$ cat src/rtl/addsub_chain_8bit.sv
// Multi-byte add/subtract sequencer (LSB byte first) driving an external 8-bit adder.
// It chains the carry or borrow between bytes and registers each byte's result behind a ready/valid handshake.
module addsub_chain_8bit #(
   parameter int unsigned CHAIN_MAX = 4
) (
   input  logic       clk,
   input  logic       rst_n,
   input  logic       in_valid,
   output logic       in_ready,
   input  logic [7:0] in_a,
   input  logic [7:0] in_b,
   input  logic       in_sub,
   input  logic       in_first,
   input  logic       in_last,
   output logic [7:0] add_a,
   output logic [7:0] add_b,
   output logic       add_c_in,
   input  logic [7:0] add_s,
   input  logic       add_c_out,
   output logic       out_valid,
   input  logic       out_ready,
   output logic [7:0] out_s,
   output logic       out_c,
   output logic       out_last,
   output logic       out_zero,
   output logic       out_ovf,
   output logic       out_err
);

   localparam int unsigned CntW = $clog2(CHAIN_MAX + 1);

   typedef enum logic [0:0] {StIdle, StChain} state_e;

   state_e          r_state, w_state_nxt;
   logic [CntW-1:0] r_count, w_count_nxt, w_count_byte;
   logic            r_carry, r_op;
   logic            r_out_valid, r_out_c, r_out_last, r_out_zero, r_out_ovf, r_out_err;
   logic [7:0]      r_out_s;

   logic w_accept, w_first, w_op, w_restart_err, w_max_err, w_end, w_zero, w_ovf;

   // Outside a chain every byte is a first byte, whatever in_first says.
   assign w_first       = (r_state == StIdle) || in_first;
   assign w_restart_err = (r_state == StChain) && in_first;
   assign w_op          = w_first ? in_sub : r_op;

   assign add_a    = in_a;
   assign add_b    = w_op ? ~in_b : in_b;
   assign add_c_in = w_first ? in_sub : r_carry;

   assign in_ready = !r_out_valid || out_ready;
   assign w_accept = in_valid && in_ready;

   assign w_count_byte = w_first ? CntW'(1) : r_count + CntW'(1);
   assign w_max_err    = (w_count_byte == CntW'(CHAIN_MAX)) && !in_last;
   assign w_end        = in_last || w_max_err;

   assign w_zero = (add_s == 8'h00) && (w_first || r_out_zero);
   assign w_ovf  = (add_a[7] == add_b[7]) && (add_s[7] != add_a[7]);

   always_comb begin
      w_state_nxt = r_state;
      w_count_nxt = r_count;
      if (w_accept) begin
         if (w_end) begin
            w_state_nxt = StIdle;
            w_count_nxt = '0;
         end else begin
            w_state_nxt = StChain;
            w_count_nxt = w_count_byte;
         end
      end
   end

   always_ff @(posedge clk or negedge rst_n) begin
      if (!rst_n) begin
         r_state <= StIdle;
         r_count <= '0;
         r_carry <= 1'b0;
         r_op    <= 1'b0;
      end else begin
         r_state <= w_state_nxt;
         r_count <= w_count_nxt;
         if (w_accept) begin
            r_carry <= add_c_out;
            r_op    <= w_op;
         end
      end
   end

   // Result register: loads on acceptance, otherwise holds (only valid drops on drain).
   always_ff @(posedge clk or negedge rst_n) begin
      if (!rst_n) begin
         r_out_valid <= 1'b0;
         r_out_s     <= 8'h00;
         r_out_c     <= 1'b0;
         r_out_last  <= 1'b0;
         r_out_zero  <= 1'b0;
         r_out_ovf   <= 1'b0;
         r_out_err   <= 1'b0;
      end else if (w_accept) begin
         r_out_valid <= 1'b1;
         r_out_s     <= add_s;
         r_out_c     <= add_c_out;
         r_out_last  <= w_end;
         r_out_zero  <= w_zero;
         r_out_ovf   <= w_ovf;
         r_out_err   <= w_restart_err || w_max_err;
      end else if (out_ready) begin
         r_out_valid <= 1'b0;
      end
   end

   assign out_valid = r_out_valid;
   assign out_s     = r_out_s;
   assign out_c     = r_out_c;
   assign out_last  = r_out_last;
   assign out_zero  = r_out_zero;
   assign out_ovf   = r_out_ovf;
   assign out_err   = r_out_err;

endmodule

$ cat config.mk
export PLATFORM = sky130hd
export DESIGN_NAME = addsub_chain_8bit
export DESIGN_NICKNAME = d
export VERILOG_FILES = /design/src/rtl/addsub_chain_8bit.sv
export SDC_FILE = /design/constraint.sdc
export NUM_CORES = 1
export LEC_CHECK = 0
export BUFFER_PORTS_ARGS = -buffer_cell sky130_fd_sc_hd__buf_2
export CORE_ASPECT_RATIO = 1.4
export CORE_UTILIZATION = 45
export DETAILED_ROUTE_END_ITERATION = 8
export PLACE_DENSITY_LB_ADDON = 0.12
export SLEW_MARGIN = 10
export SYNTH_ARGS = -nofsm -noshare
export SYNTH_HDL_FRONTEND = slang
export SYNTH_SLANG_ARGS = --single-unit
$ cat constraint.sdc
create_clock -name clk -period 3.03 [get_ports clk]
set_input_delay 0.606 -clock clk [delete_from_list [all_inputs] [get_ports clk]]
set_output_delay 0.606 -clock clk [all_outputs]
set_load 0.05 [all_outputs]
# Word level (Yosys, flattened, before mapping)
# Cells that the tools add are included.
[op_classes]
addsub = 1
n_eq_ne = 3
n_mux = 8
n_bitwise = 2
reduce_logical = 14
[op_table]
columns = ["op", "count"]
rows = [
  ["$logic_not 8->1", 1],
  ["$mux 8", 1],
  ["$not 8->8", 1],
  ["$mux 3", 2],
  ["$logic_and 1x1->1", 5],
  ["$logic_or 1x1->1", 5],
  ["$mux 1", 5],
  ["$add 3x1->3 const B", 1],
  ["$eq 3x3->1 const B", 1],
  ["$logic_not 1->1", 2],
  ["$reduce_bool 2->1", 1],
  ["$eq 1x1->1", 1],
  ["$ne 1x1->1", 1],
  ["$not 1->1", 1],
]
[word_totals]
register_bits = 19
inputBits = 32
out_inout_bits = 32
wordCells = 38

# Depth between registers and ports, before layout
[logic_depth]
word_depth = 7
mapped_depth = 5
mapped_depth_nobuf = 5

# Least setup slack after synthesis
# Ideal clock, no wire load.
[synth_path]
kind = "input -> output"
startpoint = "input port in_first"
endpoint = "output port add_b[0]"
arrival_time_ns = 1.971
required_ns = 2.424
path_slack_ns = 0.453
cell_stages = 5
path_buffers = 1
path_cell_list = "nand2b_1 > nand2_1 > a21boi_0 > buf_4 > xnor2_1"
[synth_between]
elab_chain_len = 3
[synth_rtl]
columns = ["item", "line_no", "source"]
rows = [
  ["start: declaration", "13", "input logic in_first,"],
  ["$logic_or 1x1->1", "43", "assign w_first = (r_state == StIdle) || in_first;"],
  ["$mux 1", "45", "assign w_op = w_first ? in_sub : r_op;"],
  ["$mux 8", "48", "assign add_b = w_op ? ~in_b : in_b;"],
  ["end: declaration", "16", "output logic [7:0] add_b,"],
]
# Every way passes these cells.

# Final worst setup path
[layout_path]
startpoint = "input port in_first"
endpoint = "output port add_b[1]"
# The elaborated chain is that of the path after synthesis.

==> out/qor.yml <==
run_status: "completed"
total_leakage_power_nw: 0.6235
syn_nets: 125
largest_register_ff_count: 8
chipWidth_um: 42.41
finalSetupViolCount: 0
synth_xor_area_share_pct: 6.813
fillers: 201
multiInputGateArea_um2: 473.0
max_freq_mhz: 404.3
count_of_flip_flops_with_a_built_in_enable_after_synthesis: 0
detailroute.via_count: 820
tightest_slew_ps: 823.8
ctsHtreeMaxLevel: 1
synth_largest_area_cell: "sky130_fd_sc_hd__dfrtp_1"
std_cell_core_area_mm2: 0.002177
synth.avg_cell_area_um2: 11.18
max_slew_margin_pct: 44.95
postCtsHoldBufs: 0
detail_route.wl_per_cell_um: 12.05
rd_place_congestion: 0.6847
slew_violations: 0
path_clk_slew_ps: 100
critPathLaunchType: "primary input"
critical_path_required_ps: 2420
yosysSeqAreaShare_pct: 46.23
vias_in_the_first_global_route: 730
ctsRootBufferMaster: "sky130_fd_sc_hd__clkbuf_4"
std_cell_rows: 20
synth.lib_cells_used.distinct: 29
finalCoreUtilization_pct: 57.64
yosys.area_share.simple_pct: 16.30
clock_skew_ps: 6.072
final.hold.worst_slack_ps: 224.9
synth_top_family_by_area: "simple AND/OR/NAND/NOR gates"
finalHoldViolCount: 0
async_reset_ff_share_pct: 100.0
final_layout_size_suffix_gt1_share_pct: 50.37
synth.area.top_cells: "sky130_fd_sc_hd__dfrtp_1 46%, sky130_fd_sc_hd__mux2_2 11%, sky130_fd_sc_hd__buf_4 7.3%, sky130_fd_sc_hd__xnor2_1 6.0%, sky130_fd_sc_hd__nand2b_1 3.6%"
rsz_0062_raised_after_global_routing: "false"
yosys_most_used_dff: "sky130_fd_sc_hd__dfrtp_1"
route.final.wire_length_mm: 1.892
die_h_um: 58.57
syn_inst: 92
netlist_area_pre_place_mm2: 0.001028
hold_path_class: "in2async"
worstReg2RegStart: "out_valid"
synth_warnings: 0
drt_drc_violations_left: 0
routed_via_density: 5.223
post_cts_resized: 0
io_pins: 64
clock_tree.buffer_depth: 2
detailed_place_hpwl_mm: 1.480
grt_overflow: 0
drtAntennaViolNets: 0
initial_util_pct: 47.24
synth.mux.area_fraction_pct: 10.95
timing.setup.critical_path_class: "in2out"
clock-sinks: 19
post_synth_most_frequent_cells: "19 x sky130_fd_sc_hd__dfrtp_1, 10 x sky130_fd_sc_hd__buf_4, 10 x sky130_fd_sc_hd__mux2_2, 7 x sky130_fd_sc_hd__xnor2_1, 6 x sky130_fd_sc_hd__nand2b_1"
netlist.area_leader.share_pct: 46.23
port-buffer-count: 49
number_of_placed_instances_with_taps_included: 153
num-nets-final: 169
grt_max_degree: 25
synth_adder_area_share_pct: 1.217
tritoncts_clock_tree: "done"
die_area_mm2: 0.002483
cp_data_arrival_time_ps: 1870
synth_compound_gate_area_share_pct: 10.71
power-per-cell-area_mw_per_mm2: 604.6
cts-buffers-inserted: 3
cap_violations: 0
areaGrowthSynthToFinish_pct: 22.02
register_area_um2: 475.5
layout_worst_path_cycle_share_pct: 81.62
timing.critical_path.to_type: "output port"
post-synth-top-count-cell: "sky130_fd_sc_hd__dfrtp_1"
drtPass1Iterations: 2
postSynthRegisterBits: 19
antenna_cells: 0
vdd_ir_drop_max_uv: 412.1
grt_first_pass_wirelength_mm: 3.022
post-cts-setup-buffer-count: 0
period_needed_ps: 2473
instances_no_fill: 157
drt_iter0_drc: 6
grt_antenna_before_repair: 0
critical_path.max_fanout: 7
worst_skew_pair.late_latency_ps: 300
critPathLaunch: "in_first"
final.setup.tns_ps: 0
global_route_usage_over_all_layers_pct: 15.94
==> cell type report <==
cell class / count / share of cell area, %
clock buffers: 4 / 2.094
well taps: 22 / 2.193
repair buffers: 50 / 20.14
flip-flops and latches: 19 / 37.89
multi-input cells: 62 / 37.69
==> routing by layer <==
layer  vias up  wire length, um  track usage [%]
met1       369              808            18.40
met2        42              905            26.37
met4         0               35            8.036
li1        404                -                -
met3         5              142            5.215
met5         -                0                0
==> where the power goes <==
part           switching (mW)  internal [mW]  total (mW)
clock                  0.0733         0.0513       0.125
sequential             0.0174          0.286       0.303
combinational           0.237         0.0942       0.331
total                   0.327          0.431       0.759
==> critical path: stages <==
cell	delay [ps]
sky130_fd_sc_hd__buf_2	110
sky130_fd_sc_hd__nand2b_1	240
sky130_fd_sc_hd__nand2_1	130
sky130_fd_sc_hd__a21boi_0	180
sky130_fd_sc_hd__buf_4	190
sky130_fd_sc_hd__xnor2_1	130
sky130_fd_sc_hd__buf_2	280
==> cell usage in the layout, fill, tap and decap left out, types with 2 or more instances in the layout <==
cell	n
sky130_fd_sc_hd__mux2_2	10
sky130_fd_sc_hd__nor3b_1	2
sky130_fd_sc_hd__nor2_1	3
sky130_fd_sc_hd__a21o_1	2
sky130_fd_sc_hd__a21oi_1	3
sky130_fd_sc_hd__nor4_1	4
sky130_fd_sc_hd__nand2_1	5
sky130_fd_sc_hd__buf_2	49
sky130_fd_sc_hd__dfrtp_1	19
sky130_fd_sc_hd__nand2b_1	6
sky130_fd_sc_hd__or2b_1	2
sky130_fd_sc_hd__xnor2_1	7
sky130_fd_sc_hd__a22o_1	2
sky130_fd_sc_hd__nor3_1	2
sky130_fd_sc_hd__clkbuf_4	3
==> metrics by stage <==
stage	power [mW]	worst slack, ps	cell area (um2)
after global placement	0.6382	610.1	1229
after CTS	0.7680	559.1	1255
final	0.7588	556.8	1255
after global routing	0.7946	487.4	1255
after floorplan	0.5859	453.0	1028
after detailed placement	0.6424	561.0	1229
==> worst paths after layout <==
| path | end | slack (ps) | cells past startpoint |
|---|---|---|---|
| setup / recovery | add_b[1] | 560 | 7 |
| hold / removal | r_count[2] | 220 | 1 |
| setup reg to reg | r_op | 1320 | 4 |
| hold reg to reg | out_err | 480 | 2 |
| max in group asynchronous | r_op | 2510 | 1 |
| min in group clk | out_err | 480 | 2 |
==> cell families (layout without fill, tap and decap cells) <==
kind of cell / Yosys count / count (layout)
adder cells (fa/ha/maj): 1 / 1
flip-flops: 19 / 19
buffers and inverters: 11 / 54
AO/OA/AOI/OAI: 15 / 15
XOR/XNOR: 8 / 8
AND/OR/NAND/NOR: 28 / 28
multiplexers: 10 / 10
Note: power is estimated with default switching activity, not from simulation.
